===== config.mk =====
export PLATFORM = sky130hd
export DESIGN_NAME = uart_tx
export DESIGN_NICKNAME = d
export VERILOG_FILES = /design/src/rtl/InstructionStruct.sv /design/src/rtl/uart_fifo.sv /design/src/rtl/uart_tx.sv
export SDC_FILE = /design/constraint.sdc
export NUM_CORES = 1
export LEC_CHECK = 0
export CORE_ASPECT_RATIO = 1.75
export CORE_MARGIN = 5
export CORE_UTILIZATION = 40
export CTS_BUF_LIST = sky130_fd_sc_hd__clkbuf_8
export DETAILED_ROUTE_END_ITERATION = 10
export SLEW_MARGIN = 10
export SYNTH_ARGS = -nofsm -noshare
export SYNTH_HDL_FRONTEND = slang
export SYNTH_HIERARCHICAL = 1
export SYNTH_SLANG_ARGS = --single-unit

===== constraint.sdc =====
create_clock -name clk -period 2.8 [get_ports clk]
set_input_delay 0.42 -clock clk [delete_from_list [all_inputs] [get_ports clk]]
set_output_delay 0.42 -clock clk [all_outputs]
set_load 0.005 [all_outputs]

===== src/rtl/InstructionStruct.sv =====
// Shared UART types: FSM state encoding and character width.
// PARITY exists only when UART_TX_PARITY_EN is defined.
package InstructionStruct;

  localparam int UART_CHAR_WIDTH = 7;

  typedef enum logic [2:0] {
    IDLE,
    START,
    DATA,
`ifdef UART_TX_PARITY_EN
    PARITY,
`endif
    STOP
  } uart_state_t;

endpackage


===== src/rtl/uart_fifo.sv =====
// Circular character buffer for uart_tx. DEPTH must be a power of two so the
// pointers wrap naturally; ready depends only on the registered count.
module uart_fifo
  import InstructionStruct::*;
#(
  parameter int DEPTH = 8
) (
  input  logic                       clk,
  input  logic                       reset,
  input  logic                       push_i,
  input  logic                       pop_i,
  input  logic [UART_CHAR_WIDTH-1:0] wr_data_i,
  output logic [UART_CHAR_WIDTH-1:0] rd_data_o,
  output logic [$clog2(DEPTH):0]     count_o,
  output logic                       ready_o
);

  localparam int AW = $clog2(DEPTH);

  logic [UART_CHAR_WIDTH-1:0] mem_q [DEPTH];
  logic [AW-1:0]              wr_ptr_q;
  logic [AW-1:0]              rd_ptr_q;
  logic [AW:0]                count_q;
  logic                       push_ok;

  assign ready_o   = (count_q < (AW+1)'(DEPTH));
  assign push_ok   = push_i && ready_o;
  assign rd_data_o = mem_q[rd_ptr_q];
  assign count_o   = count_q;

  always_ff @(posedge clk) begin
    if (push_ok) begin
      mem_q[wr_ptr_q] <= wr_data_i;
    end
  end

  always_ff @(posedge clk or negedge reset) begin
    if (!reset) begin
      wr_ptr_q <= '0;
      rd_ptr_q <= '0;
      count_q  <= '0;
    end else begin
      if (push_ok) begin
        wr_ptr_q <= wr_ptr_q + AW'(1);
      end
      if (pop_i) begin
        rd_ptr_q <= rd_ptr_q + AW'(1);
      end
      case ({push_ok, pop_i})
        2'b10:   count_q <= count_q + (AW+1)'(1);
        2'b01:   count_q <= count_q - (AW+1)'(1);
        default: count_q <= count_q;
      endcase
    end
  end

endmodule


===== src/rtl/uart_tx.sv =====
// FIFO-buffered 7-bit UART transmitter: start, 7 data bits LSB first, stop.
// Define UART_TX_PARITY_EN to add an even-parity bit before the stop bit.
module uart_tx
  import InstructionStruct::*;
#(
  parameter int CLKS_PER_BIT = 4,
  parameter int FIFO_DEPTH   = 8
) (
  input  logic                        clk,
  input  logic                        reset,
  input  logic [UART_CHAR_WIDTH-1:0]  char_data,
  input  logic                        char_valid,
  output logic                        char_ready,
  output logic                        txd,
  output logic                        busy,
  output logic [$clog2(FIFO_DEPTH):0] fifo_count
);

  localparam int BW = (CLKS_PER_BIT > 2) ? $clog2(CLKS_PER_BIT) : 1;
  localparam logic [BW-1:0] BAUD_LAST = BW'(CLKS_PER_BIT - 1);
  localparam logic [2:0]    LAST_BIT  = 3'(UART_CHAR_WIDTH - 1);

  uart_state_t                state_q;
  logic [BW-1:0]              baud_q;
  logic [2:0]                 bit_idx_q;
  logic [UART_CHAR_WIDTH-1:0] shift_q;
  logic                       txd_q;
`ifdef UART_TX_PARITY_EN
  logic                       parity_q;
`endif

  logic [UART_CHAR_WIDTH-1:0] fifo_head;
  logic                       fifo_nonempty;
  logic                       baud_done;
  logic                       pop;

  assign fifo_nonempty = (fifo_count != '0);
  assign baud_done     = (baud_q == BAUD_LAST);
  // Pop from IDLE, or at the very end of STOP so frames run back to back.
  assign pop = fifo_nonempty && ((state_q == IDLE) || ((state_q == STOP) && baud_done));

  assign txd  = txd_q;
  assign busy = (state_q != IDLE) || fifo_nonempty;

  uart_fifo #(
    .DEPTH(FIFO_DEPTH)
  ) u_fifo (
    .clk      (clk),
    .reset    (reset),
    .push_i   (char_valid),
    .pop_i    (pop),
    .wr_data_i(char_data),
    .rd_data_o(fifo_head),
    .count_o  (fifo_count),
    .ready_o  (char_ready)
  );

  always_ff @(posedge clk or negedge reset) begin
    if (!reset) begin
      state_q   <= IDLE;
      txd_q     <= 1'b1;
      baud_q    <= '0;
      bit_idx_q <= '0;
      shift_q   <= '0;
`ifdef UART_TX_PARITY_EN
      parity_q  <= 1'b0;
`endif
    end else begin
      if (pop) begin
        shift_q  <= fifo_head;
`ifdef UART_TX_PARITY_EN
        parity_q <= ^fifo_head;
`endif
      end
      case (state_q)
        IDLE: begin
          baud_q    <= '0;
          bit_idx_q <= '0;
          txd_q     <= 1'b1;
          if (pop) begin
            state_q <= START;
            txd_q   <= 1'b0;
          end
        end
        START: begin
          if (baud_done) begin
            baud_q    <= '0;
            bit_idx_q <= '0;
            state_q   <= DATA;
            txd_q     <= shift_q[0];
          end else begin
            baud_q <= baud_q + BW'(1);
          end
        end
        DATA: begin
          if (baud_done) begin
            baud_q <= '0;
            if (bit_idx_q == LAST_BIT) begin
              bit_idx_q <= '0;
`ifdef UART_TX_PARITY_EN
              state_q   <= PARITY;
              txd_q     <= parity_q;
`else
              state_q   <= STOP;
              txd_q     <= 1'b1;
`endif
            end else begin
              // Next data bit is the one about to shift into position 0.
              bit_idx_q <= bit_idx_q + 3'd1;
              shift_q   <= shift_q >> 1;
              txd_q     <= shift_q[1];
            end
          end else begin
            baud_q <= baud_q + BW'(1);
          end
        end
`ifdef UART_TX_PARITY_EN
        PARITY: begin
          if (baud_done) begin
            baud_q  <= '0;
            state_q <= STOP;
            txd_q   <= 1'b1;
          end else begin
            baud_q <= baud_q + BW'(1);
          end
        end
`endif
        STOP: begin
          if (baud_done) begin
            baud_q <= '0;
            if (pop) begin
              state_q <= START;
              txd_q   <= 1'b0;
            end else begin
              state_q <= IDLE;
              txd_q   <= 1'b1;
            end
          end else begin
            baud_q <= baud_q + BW'(1);
          end
        end
        default: begin
          state_q <= IDLE;
          txd_q   <= 1'b1;
          baud_q  <= '0;
        end
      endcase
    end
  end

endmodule


==> reports/results.ini <==
[power_and_ir_drop]
power_mw=3.97
powerDensity_mw_per_mm2=984
power_leakage_nw=1.51
pwr-share-clk=0.168
ir_drop_uv=445
p_int_mw=2.69
pwr-share-comb=0.377
power_frac_seq=0.455
switching_share=0.323
power_switching_mw=1.28

[floorplan]
die_x_microns=81.1
core_sq_mm=0.00867
pin_count=17
num_rows=45
die-area_sq_mm=0.0109
die_y_microns=135
start_util=0.409

[clocking]
ctsRootBufferMaster=clkbuf_8
cts_inserted_buffers=9
cts_hold_buf=0
cts_tree=done
cts_setup_buffers=0
clk_path_buf_depth=2
path_clk_slew_ns=0.07
insertion_delay_ns=0.34
h-tree-depth=3
cts.sinks=81
cts.repair.resized=0

[layout]
area_growth_pct=13.9
final_nets=266
final_core_util=0.466
drive_gt1_frac=0.147
antenna_cells=0

[synth]
async_flop_share=0.309
synth_seq_cells=81
yosysUniqueCellTypes=37
synth_edf_count=56
synth_top_cell_by_area=edfxtp_1
synth_ff_type=edfxtp_1
synth_area_sq_mm=0.00354
yosys-top-cells-area=edfxtp_1 47%, dfrtp_1 17%, mux4_1 10%
syn_nets=233
yosys_warnings=6
syn_inst=213
syn_avg_cell_area_sq_um=16.6
synthDominantCellAreaShare=0.475
seq_area_frac_synth=0.651

[run]
cap_violations=0

[worst_hold_path]
min-delay-start=baud_q[0]$_DFF_PN0_
worstHoldEndpoint=baud_q[0]$_DFF_PN0_
hold_class=reg -> reg
min_delay_path_depth=1

[outcome]
outcome=complete, no violations

[sta]
drv_slew=0
finalClockSkew_ns=0.0117
period_share=0.813
tns_ns=0
slew_headroom=0.606
max_freq_ghz=0.439
setup_viol=0
fin_crit_ns=2.28
hold_viol=0
worst_pin_slew_ns=0.591
rsz0062_at_grt=no

[detailed_routing]
drcViolationCount=0
routed_wl_microns=6040
num_vias=1823
wl_per_cell_microns=16.4
drt_first_pass_iters=4
via_per_inst=4.95
ant_nets=0
dr.first_iter.drc_count=69

[grt]
grt_pass1_vias=1965
grt_start_max_net_pins=26
antenna_found_initial=0
overflow=0
grt_pass1_wl_microns=9780
groute.usage.overall=0.127

[setup_path]
cp_max_fo=8
path_cells=nor4_4 > nand2_1 > clkdlybuf4s50_1
critPathLaunchType=flop
slowest_delay_ns=0.49
worst_setup_path_end_kind=output port
crit_buf_inv=1
r2r_slack_ns=0.58
timing.rr.end=u_fifo/count_o[2]$_DFFE_PN0P_
reg2regPathDepth=11
cp-startpoint=u_fifo/count_o[1]$_DFFE_PN0P_
cp_top_family=simple AND/OR/NAND/NOR gates
arrival_ns=1.86
reg2reg_from=state_q[1]$_DFFE_PN0P_
required_ns=2.38
slowest_stage=dfrtp_1
crit_type=reg -> out

[place]
globalplace.congestion=0.779
placement.io_buffers=16
hpwlAfterDp_microns=4190

-- cell usage in the layout (no fill, tap or decap), types with 2 or more instances in the layout --
master           Yosys  layout
edfxtp_1            56      56
dfrtp_1             24      24
clkdlybuf4s50_1      0      16
nand2_1             15      15
mux4_1              14      14
buf_4                0      12
inv_1                5      11
nor2_1              11      11
ha_1                10      10
mux2_2              10      10
clkbuf_8             0       9
mux2i_1              8       8
o21ai_0              7       7
o21ai_1              6       6
xnor2_1              5       5
nor3_1               4       4
nand2b_1             4       4
xor2_1               4       4
a21oi_1              3       3
nor2b_1              3       3
a31oi_1              2       2
-- power groups by stage --
| stage | clock network (mW) | registers [mW] | logic (mW) |
|---|---|---|---|
| 2_1_floorplan | 0 | 1.74 | 1.21 |
| 3_3_place_gp | 0 | 1.83 | 1.50 |
| 3_5_place_dp | 0 | 1.84 | 1.53 |
| 4_1_cts | 0.699 | 1.81 | 1.54 |
| 5_1_grt | 0.755 | 1.84 | 1.67 |
| 6_report | 0.668 | 1.80 | 1.50 |
-- cells by family (layout without fill, tap and decap cells) --
group                      count (synthesis)  after routing  share of synthesized area
buffers and inverters                     11             49                     0.0205
xor gates and xnor gates                   9              9                     0.0222
muxes                                     33             33                      0.162
AOI/OAI and AO/OA                         23             23                     0.0378
and+or+nand+nor                           46             46                     0.0703
adders and majority gates                 10             10                     0.0353
DFF                                       81             81                      0.651
-- worst max-delay path by stage --
stage	end	slack, ns	cells after the start
after floorplan	u_fifo/count_o[2]$_DFFE_PN0P_	0.63	11
after global placement	u_fifo/count_o[2]$_DFFE_PN0P_	0.52	10
after detailed placement	u_fifo/count_o[2]$_DFFE_PN0P_	0.48	10
after CTS	busy	0.50	3
after global routing	busy	0.42	3
final	busy	0.52	3
-- sequential cells by signal, summed over array words and instances (netlist names) --
name             cells
u_fifo/mem_q        56
shift_q              7
u_fifo/count_o       4
bit_idx_q            3
u_fifo/rd_ptr_q      3
u_fifo/wr_ptr_q      3
baud_q               2
state_q              2
txd                  1
-- metal layers --
metal / routed length (microns) / global-route usage / part of all wire / vias to the layer above
met5: 0 / 0 / 0 / -
li1: - / - / - / 885
met3: 192 / 0.0360 / 0.032 / 11
met1: 2190 / 0.127 / 0.36 / 898
met4: 146 / 0.0686 / 0.024 / 0
met2: 3510 / 0.228 / 0.58 / 29
-- per-stage QoR --
step | setup WS [ns] | cells | instance area [sq um] | hold WS, ns
finish | 0.523 | 368 | 4040 | 0.438
global route | 0.419 | 368 | 4040 | 0.449
detailed placement | 0.484 | 352 | 3890 | 0.432
floorplan | 0.631 | 213 | 3540 | 0.124
CTS | 0.503 | 368 | 4040 | 0.441
global placement | 0.518 | 352 | 3890 | 0.428
-- area by class of cell --
class	instances	area (sq um)
multi-input cells	121	1160
well taps	117	146
repair buffers	28	250
inverters	5	18.8
fillers	834	4630
clock inverters	7	26.3
flip-flops and latches	81	2310
clock buffers	9	124
-- synth_stat cells, drive strengths merged (3+ instances only) --
cell and count:
inv 5, edfxtp 56, ha 10, nor2 12
mux2i 8, buf 3, nand2b 4, xor2 4
nand2 15, mux2 11, clkbuf 3, mux4 14
nor3 4, o21ai 13, dfrtp 24, a21oi 3
xnor2 5, nor2b 3
(Power assumes the default switching activity.)
